<file path="src/rtl/fft_bitrev_reorder.sv">
// ---------------------------------------------------------------------------
// fft_bitrev_reorder
//
// Output reorder stage for an R2SDF FFT. The final butterfly stage emits one
// complex sample per clock in bit-reversed frequency order. Each 2^N-sample
// frame is written into one half of a ping-pong RAM at its bit-reversed
// address. The frame is then read back in natural order, one sample per
// clock, while the next frame fills the other half.
//
// Ports:
//   clk        rising-edge clock
//   reset      asynchronous, active-high reset
//   start_ip   one-cycle pulse that marks input sample 0 of a frame
//   ip_re/im   current input sample, W bits each
//   op_re/im   registered output sample in natural order
//   op_valid   high while op_re/op_im carry a frame sample
//   start_op   one-cycle pulse that marks output sample 0
//   frame_err  one-cycle pulse when a partial frame is dropped by an early
//              start_ip
// ---------------------------------------------------------------------------
module fft_bitrev_reorder #(
    parameter int N = 3,
    parameter int W = 32
) (
    input  logic         clk,
    input  logic         reset,
    input  logic         start_ip,
    input  logic [W-1:0] ip_re,
    input  logic [W-1:0] ip_im,
    output logic [W-1:0] op_re,
    output logic [W-1:0] op_im,
    output logic         op_valid,
    output logic         start_op,
    output logic         frame_err
);
    localparam int           L        = 1 << N;
    localparam logic [N-1:0] LAST_IDX = '1;
    localparam logic [N-1:0] ONE      = 1;

    // Both banks live in one array. The bank bit is the address MSB.
    logic [2*W-1:0] ram [2*L];

    logic         wr_bank_reg, wr_bank_next;
    logic         wr_active_reg, wr_active_next;
    logic [N-1:0] wr_cnt_reg, wr_cnt_next;
    logic         rd_bank_reg, rd_bank_next;
    logic         rd_active_reg, rd_active_next;
    logic [N-1:0] rd_cnt_reg, rd_cnt_next;
    logic         frame_err_next;

    logic [W-1:0] op_re_reg, op_im_reg;
    logic         op_valid_reg, start_op_reg, frame_err_reg;

    logic         wr_last;
    logic         wr_en;
    logic [N-1:0] wr_k;
    logic [N-1:0] wr_addr;

    // Next-state logic for the write and read controllers.
    always_comb begin
        wr_last        = wr_active_reg && (wr_cnt_reg == LAST_IDX);
        wr_en          = wr_active_reg || start_ip;
        // start_ip restarts at k=0. The exception is the final sample of a
        // frame: that sample still completes the current frame.
        wr_k           = (start_ip && !wr_last) ? '0 : wr_cnt_reg;

        wr_bank_next   = wr_bank_reg;
        wr_active_next = wr_active_reg;
        wr_cnt_next    = wr_cnt_reg;
        rd_bank_next   = rd_bank_reg;
        rd_active_next = rd_active_reg;
        rd_cnt_next    = rd_cnt_reg;
        frame_err_next = 1'b0;

        if (wr_last) begin
            // The frame is complete. Hand the bank to the reader and flip to
            // the other bank. A start_ip on this edge keeps the writer armed,
            // so the next sample becomes k=0 in the new bank.
            wr_bank_next   = ~wr_bank_reg;
            wr_active_next = start_ip;
            wr_cnt_next    = '0;
        end else if (start_ip) begin
            frame_err_next = wr_active_reg && (wr_cnt_reg != '0);
            wr_active_next = 1'b1;
            wr_cnt_next    = ONE;
        end else if (wr_active_reg) begin
            wr_cnt_next    = wr_cnt_reg + ONE;
        end

        // Completions are at least L edges apart. Arming therefore happens
        // only when the reader is idle or is emitting its last sample, which
        // keeps the output gapless.
        if (wr_last) begin
            rd_active_next = 1'b1;
            rd_bank_next   = wr_bank_reg;
            rd_cnt_next    = '0;
        end else if (rd_active_reg) begin
            rd_cnt_next = rd_cnt_reg + ONE;
            if (rd_cnt_reg == LAST_IDX) begin
                rd_active_next = 1'b0;
            end
        end
    end

    // Bit-reverse the write index to form the RAM address.
    for (genvar gi = 0; gi < N; gi++) begin : g_bitrev
        assign wr_addr[gi] = wr_k[N-1-gi];
    end

    // RAM write port. The contents are not reset.
    always_ff @(posedge clk) begin
        if (wr_en) begin
            ram[{wr_bank_reg, wr_addr}] <= {ip_re, ip_im};
        end
    end

    // Control state. The output register is also the RAM read register.
    always_ff @(posedge clk or posedge reset) begin
        if (reset) begin
            wr_bank_reg   <= 1'b0;
            wr_active_reg <= 1'b0;
            wr_cnt_reg    <= '0;
            rd_bank_reg   <= 1'b0;
            rd_active_reg <= 1'b0;
            rd_cnt_reg    <= '0;
            op_re_reg     <= '0;
            op_im_reg     <= '0;
            op_valid_reg  <= 1'b0;
            start_op_reg  <= 1'b0;
            frame_err_reg <= 1'b0;
        end else begin
            wr_bank_reg   <= wr_bank_next;
            wr_active_reg <= wr_active_next;
            wr_cnt_reg    <= wr_cnt_next;
            rd_bank_reg   <= rd_bank_next;
            rd_active_reg <= rd_active_next;
            rd_cnt_reg    <= rd_cnt_next;
            op_valid_reg  <= rd_active_reg;
            start_op_reg  <= rd_active_reg && (rd_cnt_reg == '0);
            frame_err_reg <= frame_err_next;
            // When no read is active, the output holds its last value.
            if (rd_active_reg) begin
                {op_re_reg, op_im_reg} <= ram[{rd_bank_reg, rd_cnt_reg}];
            end
        end
    end

    assign op_re     = op_re_reg;
    assign op_im     = op_im_reg;
    assign op_valid  = op_valid_reg;
    assign start_op  = start_op_reg;
    assign frame_err = frame_err_reg;

endmodule

</file>
<file path="config.mk">
export PLATFORM = sky130hd
export DESIGN_NAME = fft_bitrev_reorder
export DESIGN_NICKNAME = d
export VERILOG_FILES = /design/src/rtl/fft_bitrev_reorder.sv
export SDC_FILE = /design/constraint.sdc
export NUM_CORES = 1
export LEC_CHECK = 0
export BUFFER_PORTS_ARGS = -buffer_cell sky130_fd_sc_hd__buf_2
export CAP_MARGIN = 20
export CORE_MARGIN = 10
export CORE_UTILIZATION = 58
export CTS_BUF_LIST = sky130_fd_sc_hd__clkbuf_8
export CTS_CLUSTER_SIZE = 24
export DETAILED_ROUTE_END_ITERATION = 16
export PLACE_DENSITY = 0.84
export RECOVER_POWER = 100
export SYNTH_ARGS = -nofsm -noshare
export SYNTH_HDL_FRONTEND = slang
export SYNTH_SLANG_ARGS = --single-unit
</file>
<file path="constraint.sdc">
create_clock -name clk -period 4.2 [get_ports clk]
set_input_delay 0 -clock clk [delete_from_list [all_inputs] [get_ports clk]]
set_output_delay 0 -clock clk [all_outputs]
set_load 0.05 [all_outputs]
</file>
* Word-level counts from Yosys, hierarchy flattened *
Memory sizes are Yosys's and may differ from the RTL's. A register that Yosys moved wholly into a read port is not among the register bits.
Cells that the tools add are included.

storage, ports and cells
  bits in writable memories = 1024
  register bits = 13
  input port bits = 67
  memories kept = 1
  word-level logic and storage cells = 41
  output and inout bits = 67

cells by class
  reductions and logical operators = 11
  equality and inequality tests = 2
  bitwise logic cells = 1
  mux-type cells = 15
  add/subtract/negate cells = 2

memory list
  memory  words  bits a word  read ports  clocked after Yosys merged registers in  wr ports  RTL line  text
  ram     16     64           1           1                                        1         41        logic [2*W-1:0] ram [2*L];

operators by type and width
  operator                                                       count
  3-bit two-way mux                                              6
  1-bit two-way mux                                              9
  3-bit by 1-bit adder with 3-bit output, second input constant  2
  3-bit equality test, second input constant                     2
  3-bit nonzero test                                             2
  1-bit logical AND                                              4
  2-bit nonzero test                                             2
  3-bit zero test                                                1
  1-bit zero test                                                1
  1-bit logical OR                                               1
  1-bit inverter                                                 1

* Depth between registers and ports, before layout *
Gate-level depths: netlist (run 1).

  word-level depth = 5
  mapped depth = 7
  mapped depth without buffers = 5

* Worst setup path before layout (run 1) *
Ideal clock, no wire load.

  kind = register to register
  start = register wr_cnt_reg[0]
  end = memory ram[9][0] (netlist name), enable pin
  arrival time = 4.010 ns
  library setup time = 0.487 ns
  data required time = 3.713 ns
  cell stages (with the launch flop) = 6
  path buffers = 0
  period minus slack after synthesis = 4.496 ns
  path slack = -0.296 ns
  cell sequence = dfrtp_1 -> ha_1 -> ha_1 -> a21boi_0 -> o21ai_0 -> nor2_1

on the way
  cells in the longest elaborated chain, start to end = 5

RTL lines
  item                    RTL line  text
  from (decl)             45        logic [N-1:0] wr_cnt_reg, wr_cnt_next;
  from (signal assigned)  134       wr_cnt_reg <= wr_cnt_next;
  3-bit equality test     61        wr_last = wr_active_reg && (wr_cnt_reg == LAST_IDX);
  1-bit logical AND       61
  1-bit zero test         65        wr_k = (start_ip && !wr_last) ? '0 : wr_cnt_reg;
  1-bit logical AND       65
  3-bit two-way mux *     65
  to (decl)               41

Every way passes the cells marked *; elsewhere a longest branch is shown, timed or not.

==> results.json, run 1 <==
{
  "crit_path_end_kind": "flip-flop",
  "synth_nets": 1858,
  "maxSlewHeadroom_pct": -77.9,
  "setup_viol": 0,
  "syn_avg_cell_area_um2": 23.5,
  "finalCritPeriodShare_pct": 87.2,
  "fin_skew_ns": 0.0511,
  "ff2ff_path_depth": 4,
  "fin_crit_ns": 3.66,
  "final.setup.worst_slack_ns": 0.539,
  "grt_overflow": 0,
  "fmax_mhz": 273,
  "yosysMostFrequentCell": "edfxtp_1",
  "final-seq-area_um2": 32700,
  "min_path_type": "primary input to flip-flop",
  "clock_path_buffers": 3,
  "dp_hpwl_um": 51300,
  "whs_path_depth": 3,
  "slew_violations": 384,
  "synth_seq_area_share_pct": 78.0,
  "critical_path_class": "flip-flop to flip-flop",
  "final.fill_count": 4281,
  "place_inst": 2817,
  "power_w": 0.0317,
  "antenna_found_initial": 6,
  "ant_nets": 0,
  "drtPass1Iterations": 5,
  "fin_cells": 3191,
  "rsz0062_at_grt": "no",
  "num_rows": 98,
  "start_util_pct": 58.6,
  "finalHoldViolCount": 0,
  "fin_tns_setup_ns": 0,
  "die_h_um": 289,
  "routedWlPerCell_um": 28.7,
  "path_clk_slew_ns": 0.07,
  "cts_tree": "built",
  "crit_required_ns": 4.88,
  "layout.nets": 2175,
  "clock_sinks": 1101,
  "drc": 0,
  "dieArea_um2": 83300,
  "worstHoldStart": "start_ip",
  "cts_root_buf": "clkbuf_8",
  "run_status": "finished, violations left",
  "power_density_nw_per_um2": 675,
  "htreeDepth": 4,
  "ys.flop_type": "edfxtp_1",
  "vias": 20400,
  "grt_pass1_wl_um": 136000,
  "finish.instance_area_um2": 47000,
  "area_delta_synth_final_pct": 12.2,
  "r2r_end": "op_re[11]",
  "synth_cell_types": 35,
  "synth.top_cells.by_count": "1,024 x edfxtp_1, 232 x mux4_2, 85 x nor2_1",
  "grt_usage_pct": 22.1,
  "cp.arrival_ns": 4.34,
  "endpoint": "op_re[11]",
  "pin_count": 134,
  "layout-drive-gt1-share_pct": 24.3,
  "coreArea_um2": 71500,
  "synth_edf_count": 1024,
  "grt_max_degree": 68,
  "startpoint_type": "flip-flop",
  "place_area_um2": 43700,
  "dr.first_iter.drc_count": 2404,
  "largest_reg_flops": 1024,
  "die_w_um": 289,
  "synth_seq_cells": 1101,
  "cts_buffers": 165,
  "netlist_area_um2": 41900,
  "r2r_setup_slack_ns": 0.54,
  "synth.top_cells.by_area": "edfxtp_1 73%, mux4_2 12%, dfrtp_1 4.6%",
  "yosysWarnings": 0,
  "vias_per_cell": 6.39,
  "place.gp.congestion": 0.761,
  "insertion_delay_ns": 0.83,
  "drv_cap": 9,
  "cts-resized-gates": 0,
  "wl_um": 91600,
  "grt_pass1_vias": 21500,
  "synth.top_cell.area_share_pct": 73.4,
  "startpoint": "rd_cnt_reg[0]",
  "pre_cts_slack_ns": 0.989,
  "syn-instance-count": 1785,
  "max_slew.worst_pin.slew_ns": 2.65,
  "reg2reg_from": "rd_cnt_reg[0]",
  "cellLeakagePower_nw": 15.4,
  "async_reset_ff_share_pct": 6.99,
  "cp_max_fo": 33,
  "violations": "capacitance limit, slew limit",
  "multiInputGateArea_um2": 8380,
  "port_buffers": 133,
  "synth.largest_area_cell": "edfxtp_1",
  "vdd_drop_max_uv": 493
}
-- critical path, stage by stage (launching register included) --
cell and delay (ns):
dfrtp_4 0.68, inv_1 1.67, buf_4 0.60, mux2i_1 0.44, a221oi_2 0.12
-- cell type report --
cell class / count / area share (%)
diodes: 1 / 0.00532
repair buffers: 252 / 3.47
well taps: 950 / 2.53
multi-input cells: 573 / 17.8
flip-flops and latches: 1101 / 69.6
clock inverters: 129 / 1.37
inverters: 9 / 0.0745
clock buffers: 176 / 5.15
-- placed cells by master, fill, tap and decap left out, drive strengths merged, types with 36 or more instances in the layout --
| cell type | n |
|---|---|
| o22ai | 64 |
| edfxtp | 1024 |
| dfrtp | 77 |
| dlygate4sd3 | 67 |
| inv | 94 |
| mux2i | 66 |
| a221oi | 64 |
| clkbuf | 335 |
| clkinv | 36 |
| nor2 | 85 |
| mux4 | 256 |
-- how the worst min path moves through the flow --
stage          slack, ns            end
2_1_floorplan       0.06  wr_cnt_reg[2]
3_5_place_dp        0.16      op_im[15]
5_1_grt             0.08  wr_cnt_reg[1]
6_report            0.11  wr_cnt_reg[1]
4_1_cts             0.02  wr_cnt_reg[1]
3_3_place_gp        0.16      op_im[16]
-- power breakdown --
group,total [W],internal [W],switching (W)
clock network,0.00800,0.00402,0.00398
registers,0.0145,0.0137,0.000852
logic,0.00921,0.00363,0.00558
-- cell families (layout without fill, tap and decap cells) --
group	after synthesis	in the layout	share of synthesized area (%)
DFF	1101	1101	78.0
muxes	322	322	15.6
AOI/OAI and AO/OA	144	144	3.43
buffers and inverters	111	566	1.79
and+or+nand+nor	99	99	0.956
adders and majority gates	6	6	0.179
xor gates and xnor gates	2	2	0.0418
other	0	1	0
-- what timing repair did --
item                                   in CTS  in global routing
setup buffers                               0                  0
hold buffers                               67                  0
endpoints found under the hold margin    1089                  0
-- per-layer routing --
layer,global-route usage (%),routed length [µm],up-vias
li1,-,-,8290
met1,29.0,33600,10700
met2,36.5,47100,1239
met3,5.04,8500,182
met4,7.48,2360,6
met5,0,41,-
-- per-stage QoR --
stage | utilization (%) | hold WS, ns
after global placement | 61.1 | 0.156
after CTS | 66.3 | 0.0214
after detailed placement | 61.1 | 0.165
after floorplan | - | 0.0631
after global routing | 65.7 | 0.0844
final | 65.7 | 0.109
Power figures use the tool's default switching activity.
==> run 2: changes to the inputs <==
--- a/config.mk
+++ b/config.mk
@@ -6,8 +6,8 @@
 export NUM_CORES = 1
 export LEC_CHECK = 0
 export BUFFER_PORTS_ARGS = -buffer_cell sky130_fd_sc_hd__buf_2
-export CAP_MARGIN = 20
-export CORE_MARGIN = 10
+export CAP_MARGIN = 0
+export CORE_ASPECT_RATIO = 1.4
 export CORE_UTILIZATION = 58
 export CTS_BUF_LIST = sky130_fd_sc_hd__clkbuf_8
 export CTS_CLUSTER_SIZE = 24
==> run 2 against run 1 <==
The run still ends with capacitance limit, slew limit left. Clock-buffer cell count shrank 12. Fmax down 0.70%. Utilization fell by 0.11 points. Design area decreased by 0.28%. Sequential share of layout area is 0.20 points higher. Critical endpoint is now ram[10][7]. Worst hold slack improved by 0.034 ns. Non-clock buffer count is the same. Critical path type unchanged. First-iteration DRC count down 5.2%. Clock skew down 0.016 ns. Register-to-register slack got worse by 0.03 ns. Die area shrank 12%.
==> results.json, run 2 (synthesis gave the netlist of run 1 again) <==
{
  "cp.arrival_ns": 4.09,
  "ant_nets": 0,
  "crit_required_ns": 4.60,
  "internal_power_w": 0.0214,
  "r2r_end": "ram[10][7]",
  "crit_top_cell": "ha_1",
  "seqPwrFrac_pct": 46.3,
  "rsz0062_at_grt": "no",
  "whs_path_depth": 3,
  "wl_met2_um": 48900,
  "cp_max_fo": 51,
  "maxSlewHeadroom_pct": -31.2,
  "finalHoldViolCount": 0,
  "vdd_drop_max_uv": 493,
  "fin_crit_ns": 3.69,
  "vias": 20500,
  "slew_violations": 72,
  "pin_count": 134,
  "slowest_delay_ns": 0.93,
  "setup_viol": 0,
  "port_buffers": 133,
  "r2r_setup_slack_ns": 0.51,
  "die_w_um": 229,
  "switchingPower_w": 0.0104,
  "coreArea_um2": 71400,
  "routedWlPerCell_um": 29.6,
  "finalCritPeriodShare_pct": 87.8,
  "worstHoldStart": "start_ip",
  "fin_cells": 3159,
  "met1_length_um": 33200,
  "grt_max_degree": 72,
  "dieArea_um2": 73300,
  "antenna_found_initial": 6,
  "grt_overflow": 0,
  "drtPass1Iterations": 6,
  "final_cell_mix": "1,024 x edfxtp_1, 232 x mux4_2, 164 x clkbuf_8",
  "power_w": 0.0318,
  "path_clk_slew_ns": 0.06,
  "ff2ff_path_depth": 7,
  "largest_reg_flops": 1024,
  "dr_wl_met3_um": 7960,
  "max_slew.worst_pin.slew_ns": 1.97,
  "place_inst": 2811,
  "drc": 0,
  "grt_pass1_wl_um": 138000,
  "run_status": "finished, violations left",
  "num_rows": 116,
  "cts_tree": "built",
  "startpoint_type": "flip-flop",
  "layout-drive-gt1-share_pct": 24.4,
  "clock_path_buffers": 3,
  "drv_cap": 1,
  "crit_path_end_kind": "flip-flop",
  "final-seq-area_um2": 32700,
  "grt_usage_pct": 26.1,
  "fin_skew_ns": 0.0351,
  "multiInputGateArea_um2": 8360,
  "wl_um": 93600,
  "cts_root_buf": "clkbuf_8",
  "clock_power_share_pct": 25.7,
  "dr.first_iter.drc_count": 2278,
  "clock_sinks": 1101,
  "power_frac_comb_pct": 28.0,
  "place.gp.congestion": 0.793,
  "start_util_pct": 58.6,
  "die_h_um": 320,
  "crit_chain": "ha_1 -> ha_1 -> a21boi_0 -> o21ai_0 -> clkbuf_1 -> nor2_1 -> clkbuf_4",
  "fin_tns_setup_ns": 0,
  "final.fill_count": 4364,
  "grt_pass1_vias": 21900,
  "htreeDepth": 4,
  "min_to": "wr_active_reg",
  "cellLeakagePower_nw": 15.2,
  "layout.nets": 2161,
  "post-cts-setup-buffers": 0,
  "reg2reg_from": "wr_cnt_reg[0]",
  "final_common_cell": "edfxtp_1",
  "hold_ws_ns": 0.144,
  "crit_slowest_cell": "clkbuf_4",
  "vias_per_cell": 6.48,
  "area_delta_synth_final_pct": 11.9,
  "insertion_delay_ns": 0.81,
  "top_layer_used": "met5",
  "violations": "capacitance limit, slew limit",
  "dp_hpwl_um": 51700,
  "min_path_type": "primary input to flip-flop",
  "cts_buffers": 151,
  "power_density_nw_per_um2": 679,
  "switching_share_pct": 32.7,
  "fmax_mhz": 271,
  "critical_path_class": "flip-flop to flip-flop",
  "final_util_pct": 65.6
}
[run 2: changes by cell type in the layout (fill, tap and decap cells not counted), sizes merged]
| cell | previous run | this run |
|---|---|---|
| buf | 26 | 21 |
| bufinv | 2 | 10 |
| clkbuf | 335 | 327 |
| clkinv | 36 | 42 |
| clkinvlp | 6 | 10 |
| dlygate4sd3 | 67 | 68 |
| inv | 94 | 62 |
[run 2: how the worst max path moves through the flow]
stage	slack, ns	start	to
6_report	0.51	wr_cnt_reg[0]	ram[10][7]
5_1_grt	0.44	wr_cnt_reg[0]	ram[10][6]
3_3_place_gp	1.20	wr_cnt_reg[0]	ram[7][36]
3_5_place_dp	1.05	wr_cnt_reg[0]	ram[7][25]
2_1_floorplan	-0.30	wr_cnt_reg[0]	ram[9][0]
4_1_cts	0.99	wr_cnt_reg[0]	ram[1][63]
[run 2: layer usage]
layer	vias to the layer above	global-route usage (%)
met3	224	4.89
met2	1247	44.6
met1	10700	32.9
li1	8271	-
met4	6	11.2
met5	-	0
[run 2: cell type report]
type / instances / share of cell area [%]
repair buffers: 252 / 3.33
well taps: 944 / 2.52
clock inverters: 115 / 1.66
inverters: 9 / 0.0774
flip-flops and latches: 1101 / 69.8
multi-input cells: 573 / 17.8
diodes: 1 / 0.00534
clock buffers: 164 / 4.82
[run 2: what timing repair did]
action	in CTS	in global routing
resized for setup	0	0
endpoints found under the setup margin	0	0
endpoints found under the hold margin	1088	0
hold buffers	68	0
[run 2: power groups by stage]
stage	Clock [W]	Sequential [W]	Combinational, W
after floorplan	0	0.0153	0.00629
after global placement	0	0.0148	0.00896
after detailed placement	0	0.0149	0.00924
after CTS	0.00828	0.0147	0.00934
after global routing	0.00873	0.0148	0.00935
final	0.00817	0.0147	0.00889
[run 2: metrics by stage]
stage	area [µm²]	setup slack, ns
floorplan	41900	-0.296
CTS	47400	0.987
detailed placement	43700	1.05
global placement	43700	1.20
finish	46900	0.513
global route	46900	0.438
[run 2: critical path: cells and delay by family (launching register included)]
family / cells / cell delay [ns]
compound gates: 2 / 0.71
simple gates: 1 / 0.31
flops: 1 / 0.46
fa+ha+maj: 2 / 0.55
buf+inv: 2 / 1.21
==> run 3: changes to the inputs <==
--- a/config.mk
+++ b/config.mk
@@ -8,7 +8,7 @@
 export BUFFER_PORTS_ARGS = -buffer_cell sky130_fd_sc_hd__buf_2
 export CAP_MARGIN = 0
 export CORE_ASPECT_RATIO = 1.4
-export CORE_UTILIZATION = 58
+export CORE_UTILIZATION = 61
 export CTS_BUF_LIST = sky130_fd_sc_hd__clkbuf_8
 export CTS_CLUSTER_SIZE = 24
 export DETAILED_ROUTE_END_ITERATION = 16
==> constraint.sdc (replaced) <==
create_clock -name clk -period 3.7 [get_ports clk]
set_input_delay 0 -clock clk [delete_from_list [all_inputs] [get_ports clk]]
set_output_delay 0 -clock clk [all_outputs]
set_load 0.05 [all_outputs]
==> run 3 against run 2 <==
Clock skew shrank 0.0016 ns. Sequential power is 12% higher. Design area barely moved. Largest cell class unchanged. Clock power increased by 9.4%. The flow still finishes with violations (capacitance limit, slew limit). Critical path depth unchanged. Die area decreased by 4.9%. Setup slack got worse by 0.29 ns. Global-route usage rose by 0.73 points. First-iteration DRC count decreased by 10%. Via count is 1.2% lower. Cell count down 2.5%.
==> results.json, run 3 (synthesis gave the netlist of run 1 again) <==
{
  "run_status": "finished, violations left",
  "violations": "capacitance limit, slew limit",
  "reg2reg_from": "wr_cnt_reg[0]",
  "r2r_setup_slack_ns": 0.22,
  "place_inst": 2733,
  "htreeDepth": 4,
  "rsz0062_at_grt": "no",
  "fin_crit_ns": 3.48,
  "drv_cap": 2,
  "ff2ff_path_depth": 7,
  "grt_pass1_wl_um": 135000,
  "cts_buffers": 151,
  "cp_max_fo": 34,
  "grt_max_degree": 133,
  "num_rows": 113,
  "vias_per_cell": 6.57,
  "whs_path_depth": 3,
  "hold_ws_ns": 0.117,
  "fin_cells": 3081,
  "finalCritPeriodShare_pct": 94.0,
  "cts_hold_buffers": 67,
  "min_to": "wr_cnt_reg[1]",
  "ant_nets": 0,
  "grt_usage_pct": 26.8,
  "die_h_um": 312,
  "met3_usage_pct": 5.14,
  "grt_busiest_layer": "met2",
  "clock_sinks": 1101,
  "grt_util_met2_pct": 45.9,
  "finish.instance_area_um2": 46900,
  "dieArea_um2": 69700,
  "cts-resized-gates": 0,
  "met1_usage_pct": 33.9,
  "antenna_found_initial": 2,
  "worstHoldStart": "start_ip",
  "drc": 0,
  "routedWlPerCell_um": 29.5,
  "clock_path_buffers": 3,
  "port_buffers": 133,
  "wl_um": 91000,
  "vdd_drop_max_uv": 810,
  "crit_path_end_kind": "flip-flop",
  "cts_tree": "built",
  "max_slew.worst_pin.slew_ns": 2.06,
  "pin_count": 134,
  "dr.first_iter.drc_count": 2050,
  "startpoint_type": "flip-flop",
  "min_path_type": "primary input to flip-flop",
  "layout-drive-gt1-share_pct": 24.4,
  "setup_viol": 0,
  "final_cell_mix": "1,024 x edfxtp_1, 232 x mux4_2, 167 x clkbuf_8",
  "cts_root_buf": "clkbuf_8",
  "coreArea_um2": 67900,
  "maxSlewHeadroom_pct": -37.3,
  "final_common_cell": "edfxtp_1",
  "grt_pass1_vias": 21500,
  "die_w_um": 223,
  "area_delta_synth_final_pct": 11.9,
  "place.gp.congestion": 0.802,
  "slew_violations": 196,
  "place_area_um2": 43700,
  "cp.arrival_ns": 3.87,
  "final.fill_count": 3837,
  "insertion_delay_ns": 0.80,
  "power_density_nw_per_um2": 767,
  "post-cts-setup-buffers": 0,
  "finalHoldViolCount": 0,
  "dp_hpwl_um": 51600,
  "start_util_pct": 61.7,
  "largest_reg_flops": 1024,
  "cellLeakagePower_nw": 15.3,
  "path_clk_slew_ns": 0.06,
  "drtPass1Iterations": 7,
  "vias": 20200,
  "crit_required_ns": 4.09,
  "layout.nets": 2164,
  "critical_path_class": "flip-flop to flip-flop",
  "fin_skew_ns": 0.0336,
  "r2r_end": "ram[0][52]",
  "grt_overflow": 0,
  "fmax_mhz": 287
}
[run 3: cell count changes in the layout (fill, tap and decap cells not counted), sizes merged]
cell         delta
inv            +22
buf            +12
clkinv         -11
clkinvlp        -7
bufinv          -6
clkbuf          -5
dlygate4sd3     -1
[run 3: how the worst max path moves through the flow]
| stage | cells past startpoint | from | end |
|---|---|---|---|
| floorplan | 5 | wr_cnt_reg[0] | ram[9][0] |
| global placement | 6 | wr_cnt_reg[0] | ram[10][23] |
| detailed placement | 6 | wr_cnt_reg[0] | ram[10][19] |
| CTS | 6 | wr_cnt_reg[0] | ram[10][28] |
| global route | 4 | rd_cnt_reg[0] | op_re[18] |
| finish | 7 | wr_cnt_reg[0] | ram[0][52] |
[run 3: layout make-up]
cell class	instances	area [µm²]	share of cell area (%)
diodes	1	2.50	0.00534
clock buffers	167	2300	4.90
clock inverters	113	659	1.41
inverters	9	33.8	0.0721
multi-input cells	573	8390	17.9
flip-flops and latches	1101	32700	69.7
well taps	862	1080	2.30
repair buffers	255	1710	3.65
[run 3: power by group]
| part | switching, W | internal (W) | total, W |
|---|---|---|---|
| registers | 0.000854 | 0.0155 | 0.0164 |
| logic | 0.00651 | 0.00411 | 0.0106 |
| clock network | 0.00445 | 0.00449 | 0.00894 |
[run 3: critical path, cell delays in order (launching register included)]
cell      delay (ns)
dfrtp_1         0.46
ha_1            0.25
ha_1            0.32
a21boi_0        0.43
o21ai_0         0.23
clkbuf_1        0.25
nor2_4          0.14
buf_2           0.97
[run 3: stage by stage]
stage | worst slack [ns] | total power [W] | util [%] | TNS, ns
floorplan | -0.796 | 0.0245 | - | -645.64
global route | 0.149 | 0.0371 | 69.1 | 0
CTS | 0.469 | 0.0365 | 69.7 | 0
finish | 0.221 | 0.0359 | 69.1 | 0
global placement | 0.627 | 0.0270 | 64.4 | 0
detailed placement | 0.509 | 0.0275 | 64.4 | 0
[run 3: per-layer routing]
| layer | part of all wire [%] | wire (µm) |
|---|---|---|
| met1 | 36 | 32700 |
| met2 | 53 | 48100 |
| met3 | 7.5 | 6820 |
| met5 | 0.011 | 10 |
| met4 | 3.7 | 3390 |
